$ cat src/rtl/uart_tx_arbiter_if.sv
// rtl/uart_tx_arbiter_if.sv - requester/FIFO signal bundle for uart_tx_arbiter
// Purpose: carries both requester handshakes and the UART TX FIFO write port.
// Signals:
//   req0/req1, data0/data1, last0/last1 : requester byte offers and burst markers
//   ack0/ack1                           : byte accepted on this falling edge
//   fifo_full                           : FIFO full flag
//   fifo_wr, fifo_w_data                : FIFO write strobe and data
//   grant, busy                         : one-hot current owner, |grant
// Modports: master = sources plus FIFO side, slave = the arbiter.
`timescale 1ns/1ps
interface uart_tx_arbiter_if #(
  parameter int B = 8
);
  logic         req0;
  logic         req1;
  logic [B-1:0] data0;
  logic [B-1:0] data1;
  logic         last0;
  logic         last1;
  logic         ack0;
  logic         ack1;
  logic         fifo_full;
  logic         fifo_wr;
  logic [B-1:0] fifo_w_data;
  logic [1:0]   grant;
  logic         busy;

  modport master (
    output req0, req1, data0, data1, last0, last1, fifo_full,
    input  ack0, ack1, fifo_wr, fifo_w_data, grant, busy
  );

  modport slave (
    input  req0, req1, data0, data1, last0, last1, fifo_full,
    output ack0, ack1, fifo_wr, fifo_w_data, grant, busy
  );
endinterface

$ cat src/rtl/uart_tx_arbiter.sv
// rtl/uart_tx_arbiter.sv - two-requester round-robin burst arbiter for the UART TX FIFO write port
// Purpose: grants the FIFO write port to one requester at a time for a burst that
//   ends on last, on the MAXBURST beat cap, or when the owner drops req.
// Ports:
//   clk   : clock, state updates on the falling edge (same edge as the FIFO)
//   reset : asynchronous active-high reset
//   bus   : uart_tx_arbiter_if.slave (requesters, acks, FIFO port, grant/busy)
// Parameters: B data width, MAXBURST beats per grant (1..16).
`timescale 1ns/1ps
module uart_tx_arbiter #(
  parameter int B        = 8,
  parameter int MAXBURST = 4
) (
  input  logic             clk,
  input  logic             reset,
  uart_tx_arbiter_if.slave bus
);

  typedef enum logic [1:0] {
    IDLE = 2'd0,
    G0   = 2'd1,
    G1   = 2'd2
  } state_t;

  localparam logic [3:0] CNT_LAST = 4'(MAXBURST - 1);

  state_t       state_q;
  logic         prio_q;
  logic [3:0]   cnt_q;
  logic [1:0]   grant_q;

  logic         wr0;
  logic         wr1;
  logic         rel0;
  logic         rel1;
  logic [B-1:0] w_data_d;

  // Writes are combinational so a byte commits on the same edge it is acked;
  // a full FIFO simply withholds the strobe, leaving grant and cnt untouched.
  always_comb begin
    wr0  = (state_q == G0) & bus.req0 & ~bus.fifo_full;
    wr1  = (state_q == G1) & bus.req1 & ~bus.fifo_full;
    // Owner gives up the port when it stops requesting, or on a write that is
    // either marked last or the final beat allowed by the cap.
    rel0 = ~bus.req0 | (wr0 & (bus.last0 | (cnt_q == CNT_LAST)));
    rel1 = ~bus.req1 | (wr1 & (bus.last1 | (cnt_q == CNT_LAST)));
  end

  always_comb begin
    w_data_d = '0;
    case (state_q)
      G0:      w_data_d = bus.data0;
      G1:      w_data_d = bus.data1;
      default: w_data_d = '0;
    endcase
  end

  assign bus.ack0        = wr0;
  assign bus.ack1        = wr1;
  assign bus.fifo_wr     = wr0 | wr1;
  assign bus.fifo_w_data = w_data_d;
  assign bus.grant       = grant_q;
  assign bus.busy        = |grant_q;

  always_ff @(negedge clk or posedge reset) begin
    if (reset) begin
      state_q <= IDLE;
      prio_q  <= 1'b0;
      cnt_q   <= 4'd0;
      grant_q <= 2'b00;
    end else begin
      case (state_q)
        IDLE: begin
          cnt_q <= 4'd0;
          if (bus.req0 & (~bus.req1 | ~prio_q)) begin
            state_q <= G0;
            grant_q <= 2'b01;
          end else if (bus.req1) begin
            state_q <= G1;
            grant_q <= 2'b10;
          end
        end
        G0: begin
          if (rel0) begin
            // Hand straight to the other side when it is waiting: no idle bubble.
            prio_q <= 1'b1;
            cnt_q  <= 4'd0;
            if (bus.req1) begin
              state_q <= G1;
              grant_q <= 2'b10;
            end else begin
              state_q <= IDLE;
              grant_q <= 2'b00;
            end
          end else if (wr0) begin
            cnt_q <= cnt_q + 4'd1;
          end
        end
        G1: begin
          if (rel1) begin
            prio_q <= 1'b0;
            cnt_q  <= 4'd0;
            if (bus.req0) begin
              state_q <= G0;
              grant_q <= 2'b01;
            end else begin
              state_q <= IDLE;
              grant_q <= 2'b00;
            end
          end else if (wr1) begin
            cnt_q <= cnt_q + 4'd1;
          end
        end
        default: begin
          state_q <= IDLE;
          grant_q <= 2'b00;
          cnt_q   <= 4'd0;
        end
      endcase
    end
  end

endmodule

$ cat src/flat_wrapper.sv
// flat-port wrapper written by rule: the top's interface ports become plain ports
module uart_tx_arbiter_flat 
#(
  parameter int B        = 8,
  parameter int MAXBURST = 4
)
  (clk, reset, bus_req0, bus_req1, bus_data0, bus_data1, bus_last0, bus_last1, bus_fifo_full, bus_ack0, bus_ack1, bus_fifo_wr, bus_fifo_w_data, bus_grant, bus_busy);
  uart_tx_arbiter_if #(.B(B)) bus_i ();
  input  logic clk;
  input  logic reset;
  input wire logic [$bits(bus_i.req0)-1:0] bus_req0;
  input wire logic [$bits(bus_i.req1)-1:0] bus_req1;
  input wire logic [$bits(bus_i.data0)-1:0] bus_data0;
  input wire logic [$bits(bus_i.data1)-1:0] bus_data1;
  input wire logic [$bits(bus_i.last0)-1:0] bus_last0;
  input wire logic [$bits(bus_i.last1)-1:0] bus_last1;
  input wire logic [$bits(bus_i.fifo_full)-1:0] bus_fifo_full;
  output wire logic [$bits(bus_i.ack0)-1:0] bus_ack0;
  output wire logic [$bits(bus_i.ack1)-1:0] bus_ack1;
  output wire logic [$bits(bus_i.fifo_wr)-1:0] bus_fifo_wr;
  output wire logic [$bits(bus_i.fifo_w_data)-1:0] bus_fifo_w_data;
  output wire logic [$bits(bus_i.grant)-1:0] bus_grant;
  output wire logic [$bits(bus_i.busy)-1:0] bus_busy;
  assign bus_i.req0 = bus_req0;
  assign bus_i.req1 = bus_req1;
  assign bus_i.data0 = bus_data0;
  assign bus_i.data1 = bus_data1;
  assign bus_i.last0 = bus_last0;
  assign bus_i.last1 = bus_last1;
  assign bus_i.fifo_full = bus_fifo_full;
  assign bus_ack0 = bus_i.ack0;
  assign bus_ack1 = bus_i.ack1;
  assign bus_fifo_wr = bus_i.fifo_wr;
  assign bus_fifo_w_data = bus_i.fifo_w_data;
  assign bus_grant = bus_i.grant;
  assign bus_busy = bus_i.busy;
  uart_tx_arbiter #(.B(B), .MAXBURST(MAXBURST)) u_core (.clk(clk), .reset(reset), .bus(bus_i));
endmodule
$ cat config.mk
export PLATFORM = sky130hd
export DESIGN_NAME = uart_tx_arbiter_flat
export DESIGN_NICKNAME = d
export VERILOG_FILES = /design/src/rtl/uart_tx_arbiter_if.sv /design/src/rtl/uart_tx_arbiter.sv /design/src/flat_wrapper.sv
export SDC_FILE = /design/constraint.sdc
export NUM_CORES = 1
export LEC_CHECK = 0
export BUFFER_PORTS_ARGS = -buffer_cell sky130_fd_sc_hd__buf_2
export CORE_MARGIN = 3
export CORE_UTILIZATION = 40
export DETAILED_ROUTE_END_ITERATION = 8
export GPL_TIMING_DRIVEN = 0
export PLACE_DENSITY = 0.76
export SLEW_MARGIN = 25
export SYNTH_ARGS = -nofsm -noshare
export SYNTH_HDL_FRONTEND = slang
export SYNTH_SLANG_ARGS = --single-unit
$ cat constraint.sdc
create_clock -name clk -period 2.4 [get_ports clk]
set_input_delay 0.48 -clock clk [delete_from_list [all_inputs] [get_ports clk]]
set_output_delay 0.48 -clock clk [all_outputs]
set_load 0.01 [all_outputs]
Word level (Yosys, flattened, before mapping)
Cells that the tools add are included.
Storage, ports and cells
  flip-flop bits (word level): 7
  input port bits: 23
  output and inout bits: 14
  logic and storage cells: 51
Cells by class
  add/subtract/negate cells: 1
  equality and inequality tests: 8
  multiplexer cells: 16
  bitwise operators: 17
  reductions and logical operators: 6
Operators with widths (number)
  4-bit two-way mux: 4
  8-bit case mux with 2 select lines: 1
  2-bit two-way mux: 5
  4-bit case mux with 2 select lines: 1
  1-bit AND: 7
  3-bit by 1-bit != test with 1-bit output, second input constant: 2
  1-bit bitwise OR: 6
  2-bit case mux with 3 select lines: 1
  3-bit AND reduction: 2
  4-bit by 1-bit adder with 4-bit output, second input constant: 1
  4-bit by 2-bit equality test with 1-bit output, second input constant: 1
  2-bit by 1-bit != test with 1-bit output, second input constant: 2
  1-bit inverter: 4
  1-bit two-way mux: 3
  3-bit by 2-bit != test with 1-bit output, second input constant: 1
  2-bit by 1-bit equality test with 1-bit output, second input constant: 1
  2-bit equality test, second input constant: 1
  2-bit zero test: 1
  1-bit case mux with 2 select lines: 1
  2-bit AND reduction: 1
  2-bit nonzero test: 1
  2-bit OR reduction: 1

Logic depth before layout (Yosys ltp)
  depth after elaboration: 7
  mapped depth: 7
  gate-level depth less buffers: 6

==> results.json <==
{
  "drc": 0,
  "violations": "negative setup slack",
  "core-area_um2": 1399,
  "drt_iter0_markers": 86,
  "grt_max_degree": 11,
  "cts_root_buf": "clkbuf_4",
  "critical_path_depth": 5,
  "num_antenna_cells": 0,
  "crit_path_start_kind": "flip-flop",
  "viasPerCell": 7.054,
  "cpPeakStageDelay_ns": 0.50,
  "dp_hpwl_um": 1404,
  "avgSynthCellArea_um2": 8.623,
  "nNetsFinal": 161,
  "pin_count": 37,
  "reg2reg_depth": 7,
  "synthArstFlopShare": 1.000,
  "mostFrequentLayoutCell": "buf_2",
  "setup_viol": 19,
  "path_clk_slew_ns": 0.05,
  "detail_route.first_pass.iterations": 6,
  "fin_skew_ns": 0.007149,
  "ctsHtreeMaxLevel": 1,
  "ys_ff_latch": 7,
  "syn_area_um2": 638.1,
  "slew_violations": 0,
  "ir_drop_uv": 945.0,
  "maxSlewHeadroom": 0.7965,
  "dieArea_um2": 2110,
  "start_util": 0.4562,
  "row_count": 13,
  "layout_common_cells": "buf_2 (24), buf_4 (14), buf_6 (13), a22oi_2 (8), nor2b_4 (8)",
  "hold_viol": 0,
  "cts_inserted_buffers": 3,
  "cp.arrival_ns": 2.87,
  "place_ws_ns": -0.6456,
  "ys.flop_type": "dfrtn_1",
  "die_h_um": 45.94,
  "portBuffers": 36,
  "grt_pass1_vias": 944,
  "synth_fp_nets": 102,
  "power_uw": 1729,
  "ys_warn_count": 0,
  "path_buf_inv": 3,
  "totalWireLength_um": 4193,
  "worst_hold_path_type": "reg2reg",
  "grt_usage": 0.3283,
  "cts_tree": "yes",
  "synthCells": 74,
  "ys_types": 30,
  "syn_to_final_growth_pct": 115.1,
  "synth_edf_count": 0,
  "fin_ws_ns": -0.9519,
  "path_max_fanout": 10,
  "power.density_nw_per_um2": 1260,
  "cts.sinks": 7,
  "die_w_um": 45.94,
  "yosysSeqAreaShare": 0.2745,
  "overflow": 0,
  "clockBufferDepth": 2,
  "vias": 1037,
  "outcome": "complete, but fails checks",
  "cp_slowest_cell": "dfrtn_1",
  "place.gp.congestion": 0.8309,
  "holdPathStages": 2,
  "crit_chain": "inv_2 > ha_4 > clkbuf_16 > nor2b_4 > buf_6",
  "tightest_slew_ns": 0.3045,
  "crit_family": "flip-flops",
  "end_kind": "primary output",
  "drive_gt1_frac": 0.7727,
  "critPathKind": "reg2out",
  "drv_cap": 0,
  "required_ns": 1.92,
  "antenna_left": 0,
  "wire_per_inst_um": 28.52,
  "rsz0062_at_grt": "true",
  "power.leakage_uw": 0.0006424,
  "grt_pass1_wl_um": 4692,
  "clk_latency_ns": 0.30,
  "antenna_found_initial": 0
}
==> area by class of cell <==
cell class | instances | area (µm²)
plain buffers | 3 | 75.07
fillers | 17 | 26.28
well taps | 15 | 18.77
inverters | 5 | 21.27
flip-flops and latches | 7 | 175.2
clock buffers | 3 | 22.52
clock inverters | 1 | 5.005
repair buffers | 54 | 416.7
multi-input cells | 59 | 638.1
==> cells in the mapped netlist (all sizes together) (2+ instances only) <==
| master | count | area share |
|---|---|---|
| a21oi | 2 | 0.016 |
| clkbuf | 3 | 0.018 |
| a22oi | 8 | 0.094 |
| nand2 | 9 | 0.053 |
| nand3 | 2 | 0.016 |
| inv | 5 | 0.029 |
| dfrtn | 7 | 0.27 |
| nor2b | 8 | 0.078 |
| and3b | 2 | 0.029 |
| o21ai | 3 | 0.024 |
| ha | 5 | 0.098 |
| nand2b | 2 | 0.020 |
| nor2 | 3 | 0.018 |
==> worst reg2reg max path, cell delays in order, from the launching register on <==
cell and delay, ns:
dfrtn_1 0.45, inv_2 0.10, ha_4 0.20, buf_4 0.15, and3b_2 0.25, o22ai_4 0.24, o311ai_4 0.16, mux2_4 0.33
==> metrics by stage <==
step | hold WS, ns | cells | util | setup TNS, ns | instance area [µm²]
after global placement | 0.4506 | 125 | 0.7093 | -8.794 | 992.2
after detailed placement | 0.4593 | 125 | 0.7093 | -9.060 | 992.2
after floorplan | 0.4329 | 74 | - | -5.739 | 793.3
final | 0.5679 | 147 | 0.9812 | -12.08 | 1373
after CTS | 0.4576 | 144 | 0.9392 | -9.679 | 1314
after global routing | 0.5898 | 147 | 0.9812 | -12.75 | 1373
==> kinds of logic after synthesis <==
group,Yosys count,share of synthesized area
DFF,7,0.2745
muxes,2,0.03333
AOI/OAI and AO/OA,23,0.2941
buffers and inverters,8,0.04706
adders and majority gates,5,0.09804
and+or+nand+nor,29,0.2529
==> power breakdown <==
group / switching [µW] / internal [µW] / leakage, µW
clock: 68.2 / 62.0 / 0.0000177
combinational: 633 / 783 / 0.000533
sequential: 36.6 / 147 / 0.0000913
==> routing by layer <==
metal  share of wire  global-route usage  wire, µm  up-vias
met5               0                   0         0        -
met4           0.086              0.1420       359        0
met3            0.14              0.1265       589       52
met2            0.45              0.5714      1892      128
met1            0.32              0.3443      1352      472
li1                -                   -         -      385
==> state kept, by name (all words and copies together) (netlist names) <==
register / cells
u_core.cnt_q: 4
u_core.state_q: 2
u_core.prio_q: 1
==> what timing repair did <==
action,in CTS,in global routing
endpoints found under the setup margin,17,20
pin swaps,11,6
hold buffers,0,0
resized for setup,31,8
cloned,1,0
buffers inserted,14,3
==> path summary, 6_finish.rpt <==
check                                  start                 end  slack [ns]
max in group asynchronous              reset     u_core.cnt_q[3]        0.95
setup / recovery           u_core.state_q[1]  bus_fifo_w_data[1]       -0.95
min in group asynchronous              reset     u_core.cnt_q[0]        1.19
setup reg to reg           u_core.state_q[0]   u_core.state_q[1]        0.37
hold reg to reg              u_core.cnt_q[2]     u_core.cnt_q[2]        0.57
hold / removal               u_core.cnt_q[2]     u_core.cnt_q[2]        0.57
Note: power is estimated with default switching activity, not from simulation.
